===== config.mk =====
export PLATFORM = sky130hd
export DESIGN_NAME = bit_serial_add_ctrl_flat
export DESIGN_NICKNAME = d
export VERILOG_FILES = /design/src/rtl/bsa_pkg.sv /design/src/rtl/bit_serial_add_ctrl_if.sv /design/src/rtl/bit_serial_add_ctrl_fa_cell.sv /design/src/rtl/bit_serial_add_ctrl.sv /design/src/flat_wrapper.sv
export SDC_FILE = /design/constraint.sdc
export NUM_CORES = 1
export LEC_CHECK = 0
export ABC_AREA = 1
export CAP_MARGIN = 30
export CORE_UTILIZATION = 50
export CTS_BUF_LIST = sky130_fd_sc_hd__clkbuf_4 sky130_fd_sc_hd__clkbuf_8 sky130_fd_sc_hd__clkbuf_16
export DETAILED_ROUTE_END_ITERATION = 8
export HOLD_SLACK_MARGIN = 0.02
export PLACE_DENSITY = 0.76
export SYNTH_ARGS = -nofsm -noshare
export SYNTH_HDL_FRONTEND = slang
export SYNTH_SLANG_ARGS = --single-unit
export TNS_END_PERCENT = 20

===== constraint.sdc =====
create_clock -name clk -period 1.25 [get_ports clk]
set_input_delay 0.25 -clock clk [delete_from_list [all_inputs] [get_ports clk]]
set_output_delay 0.25 -clock clk [all_outputs]
set_load 0.05 [all_outputs]

===== src/rtl/bsa_pkg.sv =====
// Shared types and helpers for the bit-serial adder controller.
// Holds the FSM state encoding and the bit-counter width function.
package bsa_pkg;

    typedef enum logic [1:0] {
        BSA_IDLE,
        BSA_RUN,
        BSA_DONE
    } bsa_state_t;

    localparam int BSA_WIDTH_MIN = 2;
    localparam int BSA_WIDTH_MAX = 64;

    // Width of the bit counter; it counts 0..width-1.
    function automatic int bsa_cnt_w(input int width);
        return $clog2(width);
    endfunction

endpackage


===== src/rtl/bit_serial_add_ctrl_if.sv =====
// Operand/result handshake bundle for bit_serial_add_ctrl.
// master: producer+consumer side; slave: the adder controller.
// Optional BSA_SUB_EN adds the 1-bit sub request.
interface bit_serial_add_ctrl_if #(
    parameter int WIDTH = 8
);
    logic             in_valid;
    logic             in_ready;
    logic [WIDTH-1:0] a;
    logic [WIDTH-1:0] b;
    logic             cin;
`ifdef BSA_SUB_EN
    logic             sub;
`endif
    logic             out_valid;
    logic             out_ready;
    logic [WIDTH-1:0] sum;
    logic             cout;

`ifdef BSA_SUB_EN
    modport master (
        output in_valid, a, b, cin, sub, out_ready,
        input  in_ready, out_valid, sum, cout
    );
    modport slave (
        input  in_valid, a, b, cin, sub, out_ready,
        output in_ready, out_valid, sum, cout
    );
`else
    modport master (
        output in_valid, a, b, cin, out_ready,
        input  in_ready, out_valid, sum, cout
    );
    modport slave (
        input  in_valid, a, b, cin, out_ready,
        output in_ready, out_valid, sum, cout
    );
`endif

endinterface


===== src/rtl/bit_serial_add_ctrl_fa_cell.sv =====
// Combinational 1-bit full adder used by the serial sequencer.
// Ports: a, b, c in; s = a^b^c, co = majority(a,b,c) out.
module fa_cell (
    input  logic a,
    input  logic b,
    input  logic c,
    output logic s,
    output logic co
);

    assign s  = a ^ b ^ c;
    assign co = (a & b) | (a & c) | (b & c);

endmodule


===== src/rtl/bit_serial_add_ctrl.sv =====
// Bit-serial adder controller: one full-adder cell stepped LSB first
// over WIDTH bits, with valid/ready on operand and result sides.
// Ports: clk, rst_n (synchronous, active-low), bus (slave modport of
// bit_serial_add_ctrl_if: in_valid/in_ready/a/b/cin, out_valid/
// out_ready/sum/cout). Optional macro BSA_SUB_EN adds bus.sub for
// a - b via a + ~b + 1.
module bit_serial_add_ctrl
    import bsa_pkg::*;
#(
    parameter int WIDTH = 8
) (
    input  logic                  clk,
    input  logic                  rst_n,
    bit_serial_add_ctrl_if.slave  bus
);

    localparam int CW = bsa_cnt_w(WIDTH);
    localparam logic [CW-1:0] CNT_LAST = CW'(WIDTH - 1);

    if (WIDTH < BSA_WIDTH_MIN || WIDTH > BSA_WIDTH_MAX) begin : g_bad_width
        $error("bit_serial_add_ctrl: WIDTH out of range 2..64");
    end

    bsa_state_t       state_q, state_d;
    logic [CW-1:0]    cnt_q, cnt_d;
    logic [WIDTH-1:0] a_sh_q, a_sh_d;
    logic [WIDTH-1:0] b_sh_q, b_sh_d;
    logic             carry_q, carry_d;
    logic [WIDTH-1:0] sum_q, sum_d;
    logic             cout_q, cout_d;
    logic             in_ready_q, in_ready_d;
    logic             out_valid_q, out_valid_d;

    logic             fa_s;
    logic             fa_co;
    logic [WIDTH-1:0] b_load;
    logic             carry_load;

    fa_cell u_fa (
        .a  (a_sh_q[0]),
        .b  (b_sh_q[0]),
        .c  (carry_q),
        .s  (fa_s),
        .co (fa_co)
    );

`ifdef BSA_SUB_EN
    // Subtract as a + ~b + 1; the forced carry-in replaces cin.
    assign b_load     = bus.sub ? ~bus.b : bus.b;
    assign carry_load = bus.sub ? 1'b1 : bus.cin;
`else
    assign b_load     = bus.b;
    assign carry_load = bus.cin;
`endif

    always_comb begin
        state_d     = state_q;
        cnt_d       = cnt_q;
        a_sh_d      = a_sh_q;
        b_sh_d      = b_sh_q;
        carry_d     = carry_q;
        sum_d       = sum_q;
        cout_d      = cout_q;
        in_ready_d  = in_ready_q;
        out_valid_d = out_valid_q;

        unique case (state_q)
            BSA_IDLE: begin
                if (bus.in_valid && in_ready_q) begin
                    a_sh_d     = bus.a;
                    b_sh_d     = b_load;
                    carry_d    = carry_load;
                    cnt_d      = '0;
                    in_ready_d = 1'b0;
                    state_d    = BSA_RUN;
                end
            end
            BSA_RUN: begin
                // Result bits enter at the MSB so after WIDTH steps
                // the first bit has reached bit 0.
                sum_d   = {fa_s, sum_q[WIDTH-1:1]};
                carry_d = fa_co;
                a_sh_d  = a_sh_q >> 1;
                b_sh_d  = b_sh_q >> 1;
                cnt_d   = cnt_q + 1'b1;
                if (cnt_q == CNT_LAST) begin
                    cnt_d       = '0;
                    cout_d      = fa_co;
                    out_valid_d = 1'b1;
                    state_d     = BSA_DONE;
                end
            end
            BSA_DONE: begin
                // in_ready rises only after retirement, so a new
                // operand pair waits at least one more cycle.
                if (bus.out_ready) begin
                    out_valid_d = 1'b0;
                    in_ready_d  = 1'b1;
                    state_d     = BSA_IDLE;
                end
            end
            default: begin
                out_valid_d = 1'b0;
                in_ready_d  = 1'b1;
                state_d     = BSA_IDLE;
            end
        endcase
    end

    always_ff @(posedge clk) begin
        if (!rst_n) begin
            state_q     <= BSA_IDLE;
            cnt_q       <= '0;
            a_sh_q      <= '0;
            b_sh_q      <= '0;
            carry_q     <= 1'b0;
            sum_q       <= '0;
            cout_q      <= 1'b0;
            in_ready_q  <= 1'b1;
            out_valid_q <= 1'b0;
        end else begin
            state_q     <= state_d;
            cnt_q       <= cnt_d;
            a_sh_q      <= a_sh_d;
            b_sh_q      <= b_sh_d;
            carry_q     <= carry_d;
            sum_q       <= sum_d;
            cout_q      <= cout_d;
            in_ready_q  <= in_ready_d;
            out_valid_q <= out_valid_d;
        end
    end

    assign bus.in_ready  = in_ready_q;
    assign bus.out_valid = out_valid_q;
    assign bus.sum       = sum_q;
    assign bus.cout      = cout_q;

endmodule

===== src/flat_wrapper.sv =====
// flat-port wrapper written by rule: the top's interface ports become plain ports
module bit_serial_add_ctrl_flat import bsa_pkg::*;
#(
    parameter int WIDTH = 8
)
  (clk, rst_n, bus_in_valid, bus_a, bus_b, bus_cin, bus_out_ready, bus_in_ready, bus_out_valid, bus_sum, bus_cout);
  bit_serial_add_ctrl_if #(.WIDTH(WIDTH)) bus_i ();
  input  logic clk;
  input  logic rst_n;
  input wire logic [$bits(bus_i.in_valid)-1:0] bus_in_valid;
  input wire logic [$bits(bus_i.a)-1:0] bus_a;
  input wire logic [$bits(bus_i.b)-1:0] bus_b;
  input wire logic [$bits(bus_i.cin)-1:0] bus_cin;
  input wire logic [$bits(bus_i.out_ready)-1:0] bus_out_ready;
  output wire logic [$bits(bus_i.in_ready)-1:0] bus_in_ready;
  output wire logic [$bits(bus_i.out_valid)-1:0] bus_out_valid;
  output wire logic [$bits(bus_i.sum)-1:0] bus_sum;
  output wire logic [$bits(bus_i.cout)-1:0] bus_cout;
  assign bus_i.in_valid = bus_in_valid;
  assign bus_i.a = bus_a;
  assign bus_i.b = bus_b;
  assign bus_i.cin = bus_cin;
  assign bus_i.out_ready = bus_out_ready;
  assign bus_in_ready = bus_i.in_ready;
  assign bus_out_valid = bus_i.out_valid;
  assign bus_sum = bus_i.sum;
  assign bus_cout = bus_i.cout;
  bit_serial_add_ctrl #(.WIDTH(WIDTH)) u_core (.clk(clk), .rst_n(rst_n), .bus(bus_i));
endmodule

==> qor.csv <==
stage;metric;value;unit
run_status;status;finished, final reports clean;
timing;clk_skew;0.00676;ns
yosys;post-synth top area share;40.4;%
timing;Relative slew margins;81.0;%
global_routing;initial antenna violation count;0;
detailed_routing;Antenna Nets Post-Route;0;
yosys;cell area after synthesis;0.00163;mm²
global_routing;largest net degree at the start of global routing;22;
worst_setup_path;RR Endpoint;u_core.b_sh_q[2];
cts;H-Tree Depth;2;
cts;Sink Count;33;
worst_setup_path;worst endpoint required time;1.52;ns
power;Tot Pwr;2.60;mW
yosys;Post-synth top cells;60 x nand2_1, 50 x nor2_1, 37 x nand3_1;
place;Port Buffer Count;31;
worst_hold_path;Worst Hold Launch;bus_b[7];
power;switching power;0.801;mW
cts;CTS Hold Buffers Added;0;
cts;Clock Tree Buf Depth;2;
cts;clk root buf;clkbuf_4;
cells_and_area;Finished Core Util;73.5;%
timing;worst-margin pin slew;0.282;ns
power;Internal;1.80;mW
yosys;post-synthesis average cell area;6.75;µm²
global_routing;busiest grt layer;met2;
place;RD Place Congestion;0.759;
place;area post-placement;0.00214;mm²
global_routing;grt total ovfl;0;
yosys;Seq cells post-synth;33;
worst_hold_path;hold depth;3;
worst_setup_path;critical path arrival;1.47;ns
yosys;Cells after Synth;242;
yosys;Post-synth ARST share;0;%
yosys;Seq/Total Area, Yosys;40.4;%
floorplanning;total die area;0.00350;mm²
power;leakage power;1.05;nW
yosys;top-count cell post-synth;nand2_1;
timing;post-layout min period;1.20;ns
worst_setup_path;CP Max Fanout;10;
detailed_routing;# DRC;0;
worst_hold_path;Worst Hold End;u_core.b_sh_q[7];
floorplanning;die height;59.2;µm
cts;Skew-Pair Late Insertion Delay;0.33;ns
yosys;number of synthesized flops with an enable pin;0;
global_routing;met3 GRT Util;6.55;%
worst_setup_path;CP Cell Sequence;inv_4 -> buf_4 -> nand3_2 -> nand3_1 -> nand2_1 -> nor2_1;
power;combinational power share;29.0;%
detailed_routing;DR WL/cell;11.0;µm
cells_and_area;Area Overhead vs Synth;38.4;%
global_routing;first-pass GRT wire length;5.87;mm
power;worst vdd ir;0.947;mV
worst_setup_path;Reg2Reg Setup Slack;0.05;ns
yosys;biggest area consumer among synthesized cells;dfxtp_1;
floorplanning;I/O pins;32;
detailed_routing;drt pass-1 iters;4;
global_routing;vias in the first global route;1348;
timing;period utilization;95.7;%
detailed_routing;Via density;4.79;
power;Seq pwr share;47.1;%
cells_and_area;Nets;310;
worst_setup_path;crit path launch;u_core.state_q[1];
cts;Inserted Clock Buffers;5;
worst_setup_path;Critical Path End Type;register;
worst_setup_path;critical path class;register to register;
detailed_routing;initial drt markers;73;
detailed_routing;via count;1587;
cells_and_area;Post-Layout Cell Count;331;
worst_setup_path;Worst R2R Start;u_core.state_q[1];
timing;Final Max Tran Viols;0;
power;Net Sw Frac;30.8;%
timing;Fin Hold WS;0.466;ns
yosys;yosys warns;0;
cts;Reg clk slew, reported paths;0.10;ns
floorplanning;CORE AREA;0.00308;mm²
power;Power Dens Cells;1150;mW/mm²
worst_setup_path;Worst path max stage delay;0.36;ns
place;Final HPWL DP;2.43;mm
worst_setup_path;critical path startpoint category;register;
worst_hold_path;hold crit path type;input port to register;
power;Clock Power Share;23.9;%
worst_setup_path;CP bufs+invs;2;
floorplanning;initial core utilization;53.1;%
timing;Final Hold Viols;0;
cells_and_area;antenna cells;0;
place;worst slack, placed;-0.219;ns
global_routing;GRT Util Overall;22.6;%
yosys;Synth area leaders;dfxtp_1 40%, nand2_1 14%, nor2_1 11%;
detailed_routing;routed wire length;3.65;mm
cells_and_area;Fillers;261;
worst_setup_path;R2R depth;6;
yosys;Primary FF master, synth;dfxtp_1;
timing;endpoints failing setup;0;
global_routing;met2 GRT Util;34.9;%
yosys;syn_nets;266;
floorplanning;Core Rows;20;
worst_setup_path;cell family with most CP delay;simple AND/OR/NAND/NOR gates;
floorplanning;Die X;59.2;µm
timing;worst setup margin;0.0532;ns
place;Inst Count DP;319;
cells_and_area;layout cells sized above 1;17.1;%
worst_setup_path;Crit-path slowest cell;dfxtp_2;
cts;CTS tree;done;
cells_and_area;Finished Cell Area;0.00226;mm²
job;max_cap viols;0;
timing;Achievable Freq;0.836;GHz
yosys;Unique masters post-synth;18;
global_routing;met1 Use GR;30.2;%
timing;Setup TNS Final;0;ns
worst max path at each step:
stage,endpoint,slack (ns),cells past startpoint
after floorplan,u_core.cnt_q[0],0.003,6
after global placement,u_core.a_sh_q[0],-0.19,6
after detailed placement,u_core.b_sh_q[2],-0.22,6
after CTS,u_core.a_sh_q[0],0.009,5
after global routing,u_core.b_sh_q[2],-0.02,6
final,u_core.b_sh_q[2],0.05,6
placed cells by master, fill, tap and decap left out:
cell / synthesis / routed
nand3_1: 37 / 37
nand2_1: 60 / 60
nor2_1: 50 / 49
ha_2: 0 / 1
inv_4: 1 / 1
fa_2: 0 / 1
o21ai_0: 9 / 9
nor2_4: 2 / 2
nand2_4: 1 / 1
inv_1: 22 / 22
a21oi_1: 9 / 9
nand3_2: 0 / 1
clkdlybuf4s50_1: 0 / 20
dfxtp_4: 0 / 1
nor2_2: 0 / 1
nand3_4: 1 / 1
ha_1: 2 / 1
dfxtp_1: 33 / 30
buf_12: 0 / 13
buf_4: 2 / 16
dfxtp_2: 0 / 2
clkbuf_4: 0 / 8
nand3b_1: 1 / 1
power groups by stage:
stage	Combinational, mW	Clock [mW]	Sequential, mW
CTS	0.723	0.640	1.22
floorplan	0.370	0	1.31
global route	0.830	0.690	1.23
finish	0.753	0.621	1.22
detailed placement	0.719	0	1.25
global placement	0.711	0	1.24
cell families (layout without fill, tap and decap cells):
group | count (synthesis) | in the layout | share of synthesized area, %
buffers and inverters | 36 | 80 | 11.1
flip-flops | 33 | 33 | 40.4
AND/OR/NAND/NOR | 152 | 153 | 40.2
adder cells (fa/ha/maj) | 3 | 3 | 2.76
AO/OA/AOI/OAI | 18 | 18 | 5.51
layout make-up:
| class | instances | area (µm²) | share of cell area [%] |
|---|---|---|---|
| clock buffers | 8 | 60.1 | 2.66 |
| inverters | 23 | 88.8 | 3.93 |
| multi-input cells | 174 | 810 | 35.8 |
| flip-flops and latches | 33 | 667 | 29.5 |
| well taps | 44 | 55.1 | 2.43 |
| repair buffers | 49 | 581 | 25.7 |
metal layers:
layer	vias to the layer above	wire length (µm)
li1	847	-
met1	710	1740
met2	24	1710
met3	6	135
met4	0	54
met5	-	0
worst min-delay path: stages:
cell	delay, ns
clkdlybuf4s50_1	0.40
nand2_1	0.06
a21oi_1	0.05
state kept, by name, indices dropped and copies added, names as in the netlist:
signal and flops:
u_core.a_sh_q 8, u_core.cnt_q 3, u_core.state_q 2, u_core.bus.out_valid 1
u_core.bus.in_ready 1, u_core.bus.cout 1, u_core.carry_q 1, u_core.bus.sum 8
u_core.b_sh_q 8
repair_timing:
| action | 4_1_cts | 5_1_grt |
|---|---|---|
| gates resized for setup | 0 | 6 |
| setup endpoints to repair | 0 | 19 |
| buffers inserted | 0 | 3 |
Power figures use the tool's default switching activity.
